### src/rtl/stream_mux_rr.sv
// N-channel valid/ready stream multiplexer with manual or round-robin channel
// selection, feeding a single registered output slot tagged with its source.
module stream_mux_rr #(
   parameter  int N  = 4,
   parameter  int W  = 8,
   localparam int SW = (N <= 2) ? 1 : $clog2(N)
) (
   input  logic           clk,
   input  logic           rst_n,
   input  logic           i_mode,
   input  logic [SW-1:0]  i_sel,
   input  logic [N*W-1:0] i_in_data,
   input  logic [N-1:0]   i_in_valid,
   output logic [N-1:0]   o_in_ready,
   output logic [W-1:0]   o_out_data,
   output logic [SW-1:0]  o_out_chan,
   output logic           o_out_valid,
   input  logic           i_out_ready
);

   logic [SW-1:0] r_ptr;
   logic [W-1:0]  r_data;
   logic [SW-1:0] r_chan;
   logic          r_valid;

   logic          w_loadEn;
   logic          w_manFound;
   logic [SW-1:0] w_manIdx;
   logic          w_rrFound;
   logic [SW-1:0] w_rrIdx;
   logic          w_grantValid;
   logic [SW-1:0] w_grantIdx;
   logic [W-1:0]  w_grantData;
   logic [SW-1:0] w_ptrNext;

   assign w_loadEn = !r_valid || i_out_ready;

   // Out-of-range select values match no channel, so they never grant.
   always_comb begin
      w_manFound = 1'b0;
      w_manIdx   = '0;
      for (int i = 0; i < N; i++) begin
         if (i_sel == SW'(i) && i_in_valid[i]) begin
            w_manFound = 1'b1;
            w_manIdx   = SW'(i);
         end
      end
   end

   always_comb begin
      w_rrFound = 1'b0;
      w_rrIdx   = '0;
      for (int k = 0; k < N; k++) begin
         if (!w_rrFound && i_in_valid[(int'(r_ptr) + k) % N]) begin
            w_rrFound = 1'b1;
            w_rrIdx   = SW'((int'(r_ptr) + k) % N);
         end
      end
   end

   assign w_grantValid = i_mode ? w_rrFound : w_manFound;
   assign w_grantIdx   = i_mode ? w_rrIdx   : w_manIdx;
   assign w_ptrNext    = (w_grantIdx == SW'(N - 1)) ? '0 : w_grantIdx + 1'b1;

   always_comb begin
      w_grantData = '0;
      o_in_ready  = '0;
      for (int i = 0; i < N; i++) begin
         if (w_grantIdx == SW'(i)) begin
            w_grantData = i_in_data[i*W +: W];
         end
         o_in_ready[i] = rst_n && w_loadEn && w_grantValid && (w_grantIdx == SW'(i));
      end
   end

   always_ff @(posedge clk or negedge rst_n) begin
      if (!rst_n) begin
         r_ptr   <= '0;
         r_data  <= '0;
         r_chan  <= '0;
         r_valid <= 1'b0;
      end else if (w_loadEn) begin
         if (w_grantValid) begin
            r_data  <= w_grantData;
            r_chan  <= w_grantIdx;
            r_valid <= 1'b1;
            if (i_mode) begin
               r_ptr <= w_ptrNext;
            end
         end else begin
            r_valid <= 1'b0;
         end
      end
   end

   assign o_out_data  = r_data;
   assign o_out_chan  = r_chan;
   assign o_out_valid = r_valid;

endmodule

### config.mk
export PLATFORM = sky130hd
export DESIGN_NAME = stream_mux_rr
export DESIGN_NICKNAME = d
export VERILOG_FILES = /design/src/rtl/stream_mux_rr.sv
export SDC_FILE = /design/constraint.sdc
export NUM_CORES = 1
export LEC_CHECK = 0
export BUFFER_PORTS_ARGS = -buffer_cell sky130_fd_sc_hd__buf_2
export CORE_MARGIN = 1.5
export CORE_UTILIZATION = 39
export DETAILED_ROUTE_END_ITERATION = 8
export GPL_ROUTABILITY_DRIVEN = 0
export PLACE_DENSITY = 0.77
export SETUP_SLACK_MARGIN = 0.4
export SLEW_MARGIN = 30
export SYNTH_ARGS = -nofsm -noshare
export SYNTH_HDL_FRONTEND = slang
export SYNTH_SLANG_ARGS = --single-unit
### constraint.sdc
create_clock -name clk -period 2.82 [get_ports clk]
set_input_delay 0.564 -clock clk [delete_from_list [all_inputs] [get_ports clk]]
set_output_delay 0.564 -clock clk [all_outputs]
set_load 0.005 [all_outputs]
* Word-level counts from Yosys, hierarchy flattened
Index checks and enable logic that the tools add are counted.
** Storage, ports and cells
- Register bits after elaboration :: 13
- Bits in latches :: 0
- Memory bits (writable) :: 0
- Memory bits (read-only) :: 0
- Input port bits :: 42
- Memories :: 0
** Operators by class
- Add/subtract/negate cells :: 4
- $mul :: 0
- Div/mod/pow operators :: 0
- $lt $le $gt $ge :: 4
- Eq/ne operators :: 6
- Shift operators :: 0
- Muxes and demuxes :: 34
- Bitwise logic cells :: 3
- Reduce and logical (&&, ||, !) cells :: 25
** Operators by type and width (number)
- 8-bit 2-to-1 mux :: 4
- 1-bit 2-to-1 mux :: 18
- 2-bit 2-to-1 mux :: 8
- 1-bit logical AND :: 13
- 3-bit by 4-bit < comparator with 1-bit output, second input constant :: 3
- 1-bit binary-select mux with 2-bit select :: 4
- 2-bit equality test, second input constant :: 4
- 2-bit OR reduction :: 3
- 2-bit by 1-bit adder with 2-bit output, second input constant :: 2
- 2-bit adder, second input constant :: 2
- 2-bit by 1-bit equality test with 1-bit output, second input constant :: 2
- 1-bit logical NOT :: 4
- 2-bit logical NOT :: 2
- 1-bit AND, first input constant :: 3
- 2-bit by 3-bit < comparator with 1-bit output, second input constant :: 1
- 3-bit AND reduction :: 1
- 2-bit AND reduction :: 1
- 1-bit logical OR :: 1

* Logic depth before layout (Yosys ltp)
Gate-level depths: netlist of the first run.
- Word-level depth :: 20
- Depth in mapped cells :: 10
- Gate-level depth less buffers :: 9

* Least setup slack after synthesis of the first run
Ideal clock, no wire load.
- Path kind :: in2out
- Start :: input i_in_valid[3]
- End :: output o_in_ready[3]
- Arrival time :: 2.238 ns
- Slack :: 0.018 ns
- Stages on the path :: 7
- Buffers on the path :: 2
- Cell sequence :: nand4b_1 o21ai_0 o41ai_1 ha_1 clkbuf_1 buf_1 and3_1
** Between the ends
- Cells in the longest elaborated chain, start to end :: 15
- Elaborated cells on any way between the ends :: 33
- Those cells by class :: eq/ne (1); mux (23); reduce/logical (9)
** RTL lines
- start, declared :: RTL line 13 : input logic [N-1:0] i_in_valid,
- 1-bit binary-select mux with 2-bit select :: RTL line 54 : if (!w_rrFound && i_in_valid[(int'(r_ptr) + k) % N]) begin
- 1-bit 2-to-1 mux (not written as such) :: RTL line 54
- 1-bit 2-to-1 mux :: RTL line 54
- 1-bit logical NOT :: RTL line 54
- 1-bit logical AND :: RTL line 54
- 1-bit 2-to-1 mux :: RTL line 54
- 1-bit logical NOT :: RTL line 54
- 1-bit logical AND :: RTL line 54
- 1-bit 2-to-1 mux :: RTL line 54
- 1-bit logical NOT :: RTL line 54
- 1-bit logical AND :: RTL line 54
- 2-bit 2-to-1 mux :: RTL line 54
- 2-bit 2-to-1 mux * :: RTL line 62 : assign w_grantIdx = i_mode ? w_rrIdx : w_manIdx;
- via w_grantIdx[1] :: RTL line 32 : logic [SW-1:0] w_grantIdx;
- 2-bit equality test * :: RTL line 72 : o_in_ready[i] = rst_n && w_loadEn && w_grantValid && (w_grantIdx == SW'(i));
- 1-bit logical AND * :: RTL line 72
- end, declared :: RTL line 14 : output logic [N-1:0] o_in_ready,
Mark *: on every way through the listed nets, which the timed path passes. The rest lies on a longest branch. The select of a mux whose other input is x is not followed.

* Worst setup path in the final report of the first run
- Start :: register r_ptr[1]
- End :: output o_in_ready[0]
** Between the ends
- Cells in the longest elaborated chain, start to end :: 15
- Elaborated cells on any way between the ends :: 33
- Those cells by class :: add/sub (3); mux (21); reduce/logical (9)
** RTL lines
- start, declared :: RTL line 21 : logic [SW-1:0] r_ptr;
- start signal, assigned :: RTL line 88 : r_ptr <= w_ptrNext;
- 2-bit by 1-bit adder with 2-bit output / 1-bit binary-select mux with 2-bit select (equally long branches) :: RTL line 54, 56
- 1-bit binary-select mux with 2-bit select / 1-bit 2-to-1 mux (equally long branches) :: RTL line 54
- 1-bit 2-to-1 mux (not written as such) :: RTL line 54
- 1-bit 2-to-1 mux (not written as such) / 1-bit logical NOT (equally long branches) :: RTL line 54
- 1-bit logical AND :: RTL line 54
- 1-bit 2-to-1 mux :: RTL line 54
- 1-bit logical NOT :: RTL line 54
- 1-bit logical AND :: RTL line 54
- 1-bit 2-to-1 mux :: RTL line 54
- 1-bit logical NOT :: RTL line 54
- 1-bit logical AND :: RTL line 54
- 2-bit 2-to-1 mux / 1-bit 2-to-1 mux (equally long branches) :: RTL line 54
- 2-bit 2-to-1 mux / 1-bit 2-to-1 mux (equally long branches) :: RTL line 62, 61
- 2-bit logical NOT / 1-bit logical AND (equally long branches) :: RTL line 72
- 1-bit logical AND * :: RTL line 72
Every way passes the cells marked *; elsewhere a longest branch is shown, timed or not. The select of a mux whose other input is x is not followed.

==> results.json, run 1 <==
{
  "run_status": "complete, no violations",
  "critPathKind": "flop to primary output",
  "grtUsageTotal": 0.2078,
  "worstSkewPairLatency_ps": 280,
  "final_cell_count_no_fill": 199,
  "clk_path_buf_depth": 2,
  "powerDensity_mw_per_mm2": 614.4,
  "cts_root_buffer": "sky130_fd_sc_hd__clkbuf_4",
  "grt_start_max_net_pins": 18,
  "critical_path.endpoint_type": "primary output",
  "ys_ff_latch": 13,
  "cpMostUsedCell": "sky130_fd_sc_hd__a32oi_2",
  "post_synth.cell_area_avg_um2": 9.875,
  "setup_slack_ps": 337.6,
  "util_after_layout": 0.6305,
  "start_kind": "flop",
  "maxSlewHeadroom": 0.7680,
  "critical_path.reg2reg.startpoint": "r_ptr[1]",
  "synth-async-reset-ratio": 1.000,
  "synth_largest_area_cell": "sky130_fd_sc_hd__dfrtp_1",
  "htreeDepth": 1,
  "power.ir.vdd_worst_v": 0.0003769,
  "wl_um": 2947,
  "clock.fmax_ghz": 0.4028,
  "antenna_violating_nets_post_route": 0,
  "drt_pass1_iterations": 4,
  "final.min_clock_period_ps": 2482,
  "n_antenna_cell": 0,
  "floorplan.initialDensity": 0.4103,
  "biggest_fanout_along_the_worst_timing_path": 6,
  "final.setup_skew_ps": 3.853,
  "flow.area_growth_from_synthesis_pct": 53.66,
  "timing.final.hold_violations": 0,
  "nets": 216,
  "pre_cts_ws_ps": 138.7,
  "count_of_flip_flops_with_a_built_in_enable_after_synthesis": 0,
  "routed-via-count": 1067,
  "cts_made_buffers": 3,
  "placedCellCount": 187,
  "floorplan.die_area_mm2": 0.002897,
  "finalSetupViolCount": 0,
  "cts_tree": "yes",
  "yosys_warnings": 0,
  "required_ps": 2260,
  "grt_pass1_wl_um": 4250,
  "cp_slowest_cell": "sky130_fd_sc_hd__dfrtp_2",
  "leakage_nw": 0.7634,
  "drcViolationCount": 0,
  "timing.critical_path.arrival_ps": 1920,
  "netlist_instances": 102,
  "dieWidth_um": 53.82,
  "synth_sequential_area_ratio": 0.3230,
  "cp-startpoint": "r_ptr[1]",
  "unrepaired_setup_endpoints_after_global_routing": "yes",
  "timing_worst_slew_pin_value_ps": 348.1,
  "hold-worst-slack_ps": 180.4,
  "synth.most_common_cell": "sky130_fd_sc_hd__dfrtp_1",
  "netlist_area_mm2": 0.001007,
  "finalSetupTns_ps": 0,
  "antenna_found_initial": 0,
  "cts.clk_slew.worst_paths_ps": 70,
  "hpwl_um": 2147,
  "globalRouteOverflowTotal": 0,
  "synth_commonest_cells": "13 x sky130_fd_sc_hd__dfrtp_1, 11 x sky130_fd_sc_hd__nand2_1, 9 x sky130_fd_sc_hd__nor2b_1",
  "final_min_period_over_clock_period": 0.8803,
  "final.fill_count": 211,
  "cts_sinks": 13,
  "io-pin-count": 57,
  "grt_pass1_vias": 1030,
  "holdCritPathClass": "primary input to async pin",
  "max-cap-violations": 0,
  "drtIter0Drc": 15,
  "port_buffers": 56,
  "coreArea_mm2": 0.002455,
  "synth_fp_nets": 148,
  "drive_gt1_frac": 0.5976,
  "cell_rows": 18,
  "synth_top_area_share": 0.3230,
  "synthTopCellsByArea": "sky130_fd_sc_hd__dfrtp_1 32%, sky130_fd_sc_hd__mux2_4 7.5%, sky130_fd_sc_hd__a221oi_1 6.1%",
  "timing.critical_path.cells": "mux2i_1 -> a32oi_2 -> a32oi_2 -> buf_4 -> ha_2 -> and3_1 -> buf_2",
  "drv_slew": 0,
  "wl_per_cell_um": 14.81,
  "route.detailed.vias_per_inst": 5.362,
  "worst_path_largest_cell_delay_ps": 440,
  "yosys.cell_types.count": 29,
  "fp.dieH_um": 53.82,
  "yosys_most_used_dff": "sky130_fd_sc_hd__dfrtp_1"
}
final cells by class:
type | instances | area (um2) | area share
multi-input cells | 78 | 750.7 | 0.4850
repair buffers | 69 | 387.9 | 0.2506
flip-flops and latches | 13 | 326.6 | 0.2110
well taps | 30 | 37.54 | 0.02425
clock buffers | 4 | 26.28 | 0.01698
inverters | 5 | 18.77 | 0.01213
per-layer routing:
metal	share of wire	global-route usage	wire, um
met1	0.41	0.2124	1195
met2	0.49	0.3984	1434
met3	0.087	0.02778	255
met4	0.020	0.1154	60
met5	0	0	0
sequential cells by signal, summed over array words and instances, names as in the netlist:
signal	count
o_out_data	8
o_out_chan	2
r_ptr	2
o_out_valid	1
final timing paths:
path / slack (ps) / to / cells after the start
setup / recovery: 340 / o_in_ready[0] / 7
hold / removal: 180 / o_out_data[2] / 1
setup reg to reg: 410 / o_out_data[7] / 9
hold reg to reg: 490 / o_out_data[0] / 1
max in group asynchronous: 2360 / r_ptr[1] / 1
min in group clk: 490 / o_out_data[0] / 1
layout by cell type (no fill, tap or decap), drive strengths merged, types with 2 or more instances in the layout:
cell type	instances
o31ai	7
a32oi	2
ha	4
mux2i	3
nor2	2
and3	4
clkbuf	4
buf	69
dfrtp	13
o21ai	3
a21oi	2
inv	5
nand2b	2
nand3	2
a221oi	7
nand2	11
nor2b	9
mux2	12
metrics by stage:
step	total power, W	instance area [um2]
final	0.0009509	1548
after detailed placement	0.0007411	1353
after global placement	0.0007232	1353
after global routing	0.001020	1548
after floorplan	0.0005840	1057
after CTS	0.0009332	1510
report_power, final:
| part | leakage, nW | total, W | internal [W] | switching (W) |
|---|---|---|---|---|
| logic | 0.592 | 0.000521 | 0.000300 | 0.000222 |
| registers | 0.156 | 0.000317 | 0.000264 | 0.0000538 |
| clock network | 0.0150 | 0.000112 | 0.0000549 | 0.0000574 |
| total | 0.763 | 0.000951 | 0.000618 | 0.000333 |
critical path, delay by kind of cell (launching register included):
kind	cells	cell delay [ps]
adders and majority gates	1	190
and+or+nand+nor	1	160
buffers and inverters	2	300
AOI/OAI and AO/OA	2	330
DFF	1	440
muxes	1	240
what timing repair did:
action	in CTS	in global routing
resized for setup	14	6
pin swaps	5	4
hold buffers	0	0
buffers inserted	7	1
setup endpoints to repair	9	11
logic make-up after synthesis:
logic type / after synthesis / share of synthesized area
flops: 13 / 0.3230
fa+ha+maj: 4 / 0.04969
simple gates: 33 / 0.1789
compound gates: 25 / 0.1876
buf+inv: 11 / 0.05590
mux: 16 / 0.2050
Power figures use the tool's default switching activity.
==> inputs of run 2 (changes only) <==
--- a/config.mk
+++ b/config.mk
@@ -11,8 +11,10 @@
 export DETAILED_ROUTE_END_ITERATION = 8
 export GPL_ROUTABILITY_DRIVEN = 0
 export PLACE_DENSITY = 0.77
+export RECOVER_POWER = 25
 export SETUP_SLACK_MARGIN = 0.4
 export SLEW_MARGIN = 30
 export SYNTH_ARGS = -nofsm -noshare
 export SYNTH_HDL_FRONTEND = slang
 export SYNTH_SLANG_ARGS = --single-unit
+export TNS_END_PERCENT = 10
==> run 2 against run 1 <==
  * Sequential cell count unchanged
  * Global-route usage decreased by 0.47 points
  * Setup slack improved by 36 ps
  * Final area decreased by 3.5%
  * Wire length decreased by 3.7%
  * Critical path depth unchanged
  * Clock skew increased by 2.0 ps
  * First-iteration DRC count increased by 6.7%
  * Non-clock buffer count decreased by 3
==> results.json, run 2 (synthesized netlist as in run 1, its figures left out) <==
{
  "drv_slew": 0,
  "path_buf_inv": 2,
  "final.setup_skew_ps": 5.870,
  "cp_slowest_cell": "sky130_fd_sc_hd__dfrtp_2",
  "cts.clk_slew.worst_paths_ps": 80,
  "final.min_clock_period_ps": 2446,
  "run_status": "complete, no violations",
  "wl_um": 2838,
  "largest_register_ff_count": 8,
  "comb_power_share": 0.532,
  "cts_tree": "yes",
  "drt_pass1_iterations": 4,
  "io-pin-count": 57,
  "clock.fmax_ghz": 0.4088,
  "unrepaired_setup_endpoints_after_global_routing": "yes",
  "grt_pass1_vias": 1006,
  "coreArea_mm2": 0.002455,
  "final_min_period_over_clock_period": 0.8675,
  "cell_rows": 18,
  "final_cell_count_no_fill": 196,
  "maxSlewHeadroom": 0.4604,
  "timing.critical_path.cells": "nand2b_4 -> o21ai_2 -> o41ai_2 -> inv_1 -> ha_2 -> and3_1 -> buf_2",
  "htreeDepth": 1,
  "power_frac_seq": 0.344,
  "finalSetupViolCount": 0,
  "drtIter0Drc": 16,
  "n_antenna_cell": 0,
  "drcViolationCount": 0,
  "grtUsageTotal": 0.2032,
  "route.detailed.vias_per_inst": 5.362,
  "routed-via-count": 1051,
  "port_buffers": 56,
  "cts_made_buffers": 3,
  "fp.dieH_um": 53.82,
  "critPathKind": "flop to primary output",
  "clk_path_buf_depth": 2,
  "finalSetupTns_ps": 0,
  "worstSkewPairLatency_ps": 280,
  "flow.area_growth_from_synthesis_pct": 48.32,
  "timing.critical_path.arrival_ps": 1880,
  "grt_start_max_net_pins": 18,
  "antenna_found_initial": 0,
  "timing.final.hold_violations": 0,
  "wl_per_cell_um": 14.48,
  "hpwl_um": 2147,
  "worst_path_largest_cell_delay_ps": 440,
  "critical_path.endpoint_type": "primary output",
  "nets": 213,
  "cts_root_buffer": "sky130_fd_sc_hd__clkbuf_4",
  "biggest_fanout_along_the_worst_timing_path": 6,
  "cts_hold_buf": 0,
  "p_int_w": 0.0006003,
  "antenna_violating_nets_post_route": 0,
  "p_sw_frac": 0.3509,
  "holdCritPathClass": "primary input to async pin",
  "placedCellCount": 187,
  "power.ir.vdd_worst_v": 0.0003749,
  "drive_gt1_frac": 0.5602,
  "max-cap-violations": 0,
  "required_ps": 2260,
  "leakage_nw": 0.7405,
  "pwr-share-clk": 0.124,
  "switching_power_w": 0.0003245,
  "mostFrequentLayoutCells": "55 x sky130_fd_sc_hd__buf_2, 12 x sky130_fd_sc_hd__dfrtp_1, 11 x sky130_fd_sc_hd__nand2_1, 9 x sky130_fd_sc_hd__buf_4",
  "floorplan.initialDensity": 0.4103,
  "layout.cells.most_common": "sky130_fd_sc_hd__buf_2",
  "timing_worst_slew_pin_value_ps": 809.4,
  "dieWidth_um": 53.82,
  "critical-path-top-delay-family": "flip-flops",
  "start_kind": "flop",
  "powerDensity_mw_per_mm2": 619.0,
  "globalRouteOverflowTotal": 0,
  "cts_sinks": 13,
  "floorplan.die_area_mm2": 0.002897,
  "grt_pass1_wl_um": 4140
}
-- run 2: cell count changes in the layout (fill, tap and decap cells not counted), sizes merged --
cell | before | now
clkbuf | 4 | 5
buf | 69 | 65
-- run 2: what timing repair did --
| item | 4_1_cts | 5_1_grt |
|---|---|---|
| pin swaps | 5 | 1 |
| gates resized for setup | 14 | 1 |
| setup endpoints to repair | 9 | 10 |
| buffers inserted | 5 | 0 |
-- run 2: worst register-to-register path, stage by stage (launching register included) --
cell and delay, ps:
sky130_fd_sc_hd__dfrtp_2 440, sky130_fd_sc_hd__nand2b_4 160, sky130_fd_sc_hd__o21ai_2 50, sky130_fd_sc_hd__o41ai_2 320, sky130_fd_sc_hd__inv_1 150, sky130_fd_sc_hd__ha_2 220, sky130_fd_sc_hd__nor2b_2 190, sky130_fd_sc_hd__a221oi_1 310
sky130_fd_sc_hd__o31ai_1 130, sky130_fd_sc_hd__mux2_1 300
-- run 2: area by class of cell --
| type | instances | area [um2] |
|---|---|---|
| Fill cell | 215 | 960.9 |
| Tap cell | 30 | 37.54 |
| Clock buffer | 4 | 26.28 |
| Inverter | 5 | 18.77 |
| Sequential cell | 13 | 326.6 |
| Multi-Input combinational cell | 78 | 726.9 |
| Timing Repair Buffer | 66 | 357.8 |
-- run 2: through the flow --
step / total power, W / hold WS, ps / area, um2 / setup slack [ps] / util
6_report: 0.0009248 / 340.9 / 1494 / 373.7 / 0.6086
3_3_place_gp: 0.0007232 / 469.1 / 1353 / 205.1 / 0.5510
3_5_place_dp: 0.0007411 / 476.7 / 1353 / 138.7 / 0.5510
5_1_grt: 0.0009906 / 431.7 / 1494 / 271.1 / 0.6086
4_1_cts: 0.0009265 / 183.5 / 1495 / 380.8 / 0.6091
2_1_floorplan: 0.0005840 / 268.4 / 1057 / 404.8 / -
-- run 2: final timing paths --
check	start	endpoint	slack, ps	depth (start not counted)
worst max-delay path	r_ptr[1]	o_in_ready[0]	370	7
worst min-delay path	rst_n	o_out_data[2]	340	1
worst max register to register	r_ptr[1]	o_out_data[6]	430	9
worst min register to register	o_out_data[0]	o_out_data[0]	490	1
max in group asynchronous	rst_n	r_ptr[1]	1920	1
min in group clk	o_out_data[0]	o_out_data[0]	490	1
-- run 2: power by group through the flow --
stage,registers (W),clock network (W),logic [W]
global route,0.000330,0.000124,0.000536
global placement,0.000310,0,0.000413
floorplan,0.000315,0,0.000269
finish,0.000318,0.000115,0.000492
CTS,0.000317,0.000117,0.000492
detailed placement,0.000316,0,0.000425
-- run 2: metal layers --
layer	share of wire	track usage	routed length (um)
met5	0	0	0
met4	0.021	0.1154	60
met3	0.091	0.02778	258
met2	0.47	0.3882	1348
met1	0.41	0.2073	1170
==> inputs of run 3 (changes only) <==
--- a/config.mk
+++ b/config.mk
@@ -6,11 +6,11 @@
 export NUM_CORES = 1
 export LEC_CHECK = 0
 export BUFFER_PORTS_ARGS = -buffer_cell sky130_fd_sc_hd__buf_2
-export CORE_MARGIN = 1.5
-export CORE_UTILIZATION = 39
+export CORE_UTILIZATION = 41
+export CTS_BUF_LIST = sky130_fd_sc_hd__clkbuf_4 sky130_fd_sc_hd__clkbuf_8
 export DETAILED_ROUTE_END_ITERATION = 8
 export GPL_ROUTABILITY_DRIVEN = 0
-export PLACE_DENSITY = 0.77
+export PLACE_DENSITY = 0.8
 export RECOVER_POWER = 25
 export SETUP_SLACK_MARGIN = 0.4
 export SLEW_MARGIN = 30
==> run 3 against run 2 <==
  * Worst hold slack improved by 22 ps
  * Sequential cell count did not move
  * Largest cell class unchanged
  * Register-to-register slack barely moved
  * Wire length fell by 2.0%
  * Die area fell by 8.2%
  * Utilization rose by 10 points
  * Sequential power barely moved
  * Via count rose by 1.8%
  * Clock power rose by 4%
  * Sequential share of layout area fell by 1.3 points
  * Highest routed layer unchanged
  * Setup slack got worse by 7.2 ps
==> results.json, run 3 (synthesized netlist as in run 1, its figures left out) <==
{
  "floorplan.initialDensity": 0.4467,
  "hpwl_um": 1996,
  "wl_um": 2781,
  "drcViolationCount": 0,
  "pre_cts_ws_ps": 41.75,
  "hold-worst-slack_ps": 363.2,
  "required_ps": 2260,
  "leakage_nw": 0.7773,
  "cell_rows": 17,
  "grt_pass1_wl_um": 4436,
  "antenna_violating_nets_post_route": 0,
  "wl_per_cell_um": 14.12,
  "layout.cells.most_common": "sky130_fd_sc_hd__buf_2",
  "cts_tree": "yes",
  "drtIter0Drc": 15,
  "grt_start_max_net_pins": 18,
  "final_min_period_over_clock_period": 0.8700,
  "clk_path_buf_depth": 2,
  "n_antenna_cell": 0,
  "drive_gt1_frac": 0.6154,
  "start_kind": "flop",
  "cts_root_buffer": "sky130_fd_sc_hd__clkbuf_4",
  "globalRouteOverflowTotal": 0,
  "placedCellCount": 184,
  "routed-via-count": 1070,
  "cts_hold_buf": 0,
  "final.setup_skew_ps": 4.886,
  "fp.dieH_um": 51.57,
  "switching_power_w": 0.0003426,
  "port_buffers": 56,
  "grtUsageTotal": 0.2263,
  "power_frac_seq": 0.322,
  "critPathKind": "flop to primary output",
  "worst_path_largest_cell_delay_ps": 450,
  "critical-path-top-delay-family": "flip-flops",
  "setup_slack_ps": 366.5,
  "path_buf_inv": 2,
  "final.min_clock_period_ps": 2453,
  "floorplan.die_area_mm2": 0.002659,
  "nets": 216,
  "biggest_fanout_along_the_worst_timing_path": 5,
  "finalSetupViolCount": 0,
  "finalSetupTns_ps": 0,
  "comb_power_share": 0.557,
  "run_status": "complete, no violations",
  "p_int_w": 0.0006415,
  "antenna_found_initial": 0,
  "drv_slew": 0,
  "coreArea_mm2": 0.002255,
  "mostFrequentLayoutCells": "53 x sky130_fd_sc_hd__buf_2, 12 x sky130_fd_sc_hd__buf_4, 11 x sky130_fd_sc_hd__dfrtp_1, 10 x sky130_fd_sc_hd__nand2_1",
  "maxSlewHeadroom": 0.4471,
  "grt_pass1_vias": 1028,
  "dieWidth_um": 51.57,
  "pwr-share-clk": 0.122,
  "cts_made_buffers": 3,
  "timing_worst_slew_pin_value_ps": 829.3,
  "holdCritPathClass": "primary input to async pin",
  "powerDensity_mw_per_mm2": 616.4,
  "worstSkewPairLatency_ps": 270,
  "final_cell_count_no_fill": 197,
  "cts_sinks": 13,
  "timing.critical_path.arrival_ps": 1890,
  "power.ir.vdd_worst_v": 0.0004081,
  "route.detailed.vias_per_inst": 5.431,
  "io-pin-count": 57,
  "drt_pass1_iterations": 4,
  "cp_slowest_cell": "sky130_fd_sc_hd__dfrtp_2",
  "p_sw_frac": 0.3481,
  "clock.fmax_ghz": 0.4076,
  "timing.critical_path.cells": "nand4b_1 -> o21ai_2 -> o41ai_4 -> buf_4 -> ha_4 -> and3_1 -> buf_2",
  "critical_path.endpoint_type": "primary output",
  "flow.area_growth_from_synthesis_pct": 58.51,
  "unrepaired_setup_endpoints_after_global_routing": "yes",
  "cts.clk_slew.worst_paths_ps": 80,
  "timing.final.hold_violations": 0,
  "largest_register_ff_count": 8,
  "max-cap-violations": 0,
  "htreeDepth": 1
}
[run 3: cell count changes in the layout (fill, tap and decap cells not counted), sizes merged]
cell | before | now
buf | 65 | 68
[run 3: cell type report]
type | count | area (um2)
Multi-Input combinational cell | 78 | 792.0
Fill cell | 183 | 658.1
Timing Repair Buffer | 69 | 392.9
Sequential cell | 13 | 327.8
Tap cell | 28 | 35.03
Clock buffer | 4 | 30.03
Inverter | 5 | 18.77
[run 3: per-layer routing]
layer  vias up  global-route usage  share of wire
met3         4             0.02924          0.058
met2        43              0.4264           0.50
met4         0             0.08108          0.011
met5         -                   0              0
li1        520                   -              -
met1       503              0.2569           0.43
[run 3: stage by stage]
step	power, W	instance area, um2	util
after detailed placement	0.0007375	1343	0.5955
after global routing	0.001056	1597	0.7081
after global placement	0.0007265	1343	0.5955
final	0.0009841	1597	0.7081
after CTS	0.0009428	1529	0.6781
after floorplan	0.0005840	1057	-
[run 3: path summary, 6_finish.rpt]
| check | start | to | slack, ps | cells after the start |
|---|---|---|---|---|
| min in group clk | o_out_data[0] | o_out_data[0] | 490 | 1 |
| hold / removal | rst_n | o_out_data[4] | 360 | 1 |
| hold reg to reg | o_out_data[0] | o_out_data[0] | 490 | 1 |
| setup / recovery | r_ptr[1] | o_in_ready[2] | 370 | 7 |
| max in group asynchronous | rst_n | r_ptr[1] | 1880 | 1 |
| setup reg to reg | r_ptr[1] | o_out_data[7] | 440 | 10 |
[run 3: worst register-to-register path, delay by kind of cell (launching register included)]
| family | cells | cell delay, ps |
|---|---|---|
| multiplexers | 1 | 260 |
| AND/OR/NAND/NOR | 1 | 160 |
| buffers and inverters | 3 | 450 |
| flip-flops | 1 | 450 |
| AO/OA/AOI/OAI | 4 | 770 |
| adder cells (fa/ha/maj) | 1 | 160 |
[run 3: repair_timing]
action | CTS | global route
pin swaps | 6 | 7
setup endpoints to repair | 8 | 12
gates resized for setup | 18 | 13
buffers inserted | 7 | 2
[run 3: power groups by stage]
| stage | clock network [W] | logic (W) | registers [W] |
|---|---|---|---|
| final | 0.000120 | 0.000548 | 0.000316 |
| after global routing | 0.000135 | 0.000595 | 0.000326 |
| after CTS | 0.000124 | 0.000507 | 0.000312 |
| after detailed placement | 0 | 0.000423 | 0.000314 |
| after global placement | 0 | 0.000414 | 0.000313 |
| after floorplan | 0 | 0.000269 | 0.000315 |
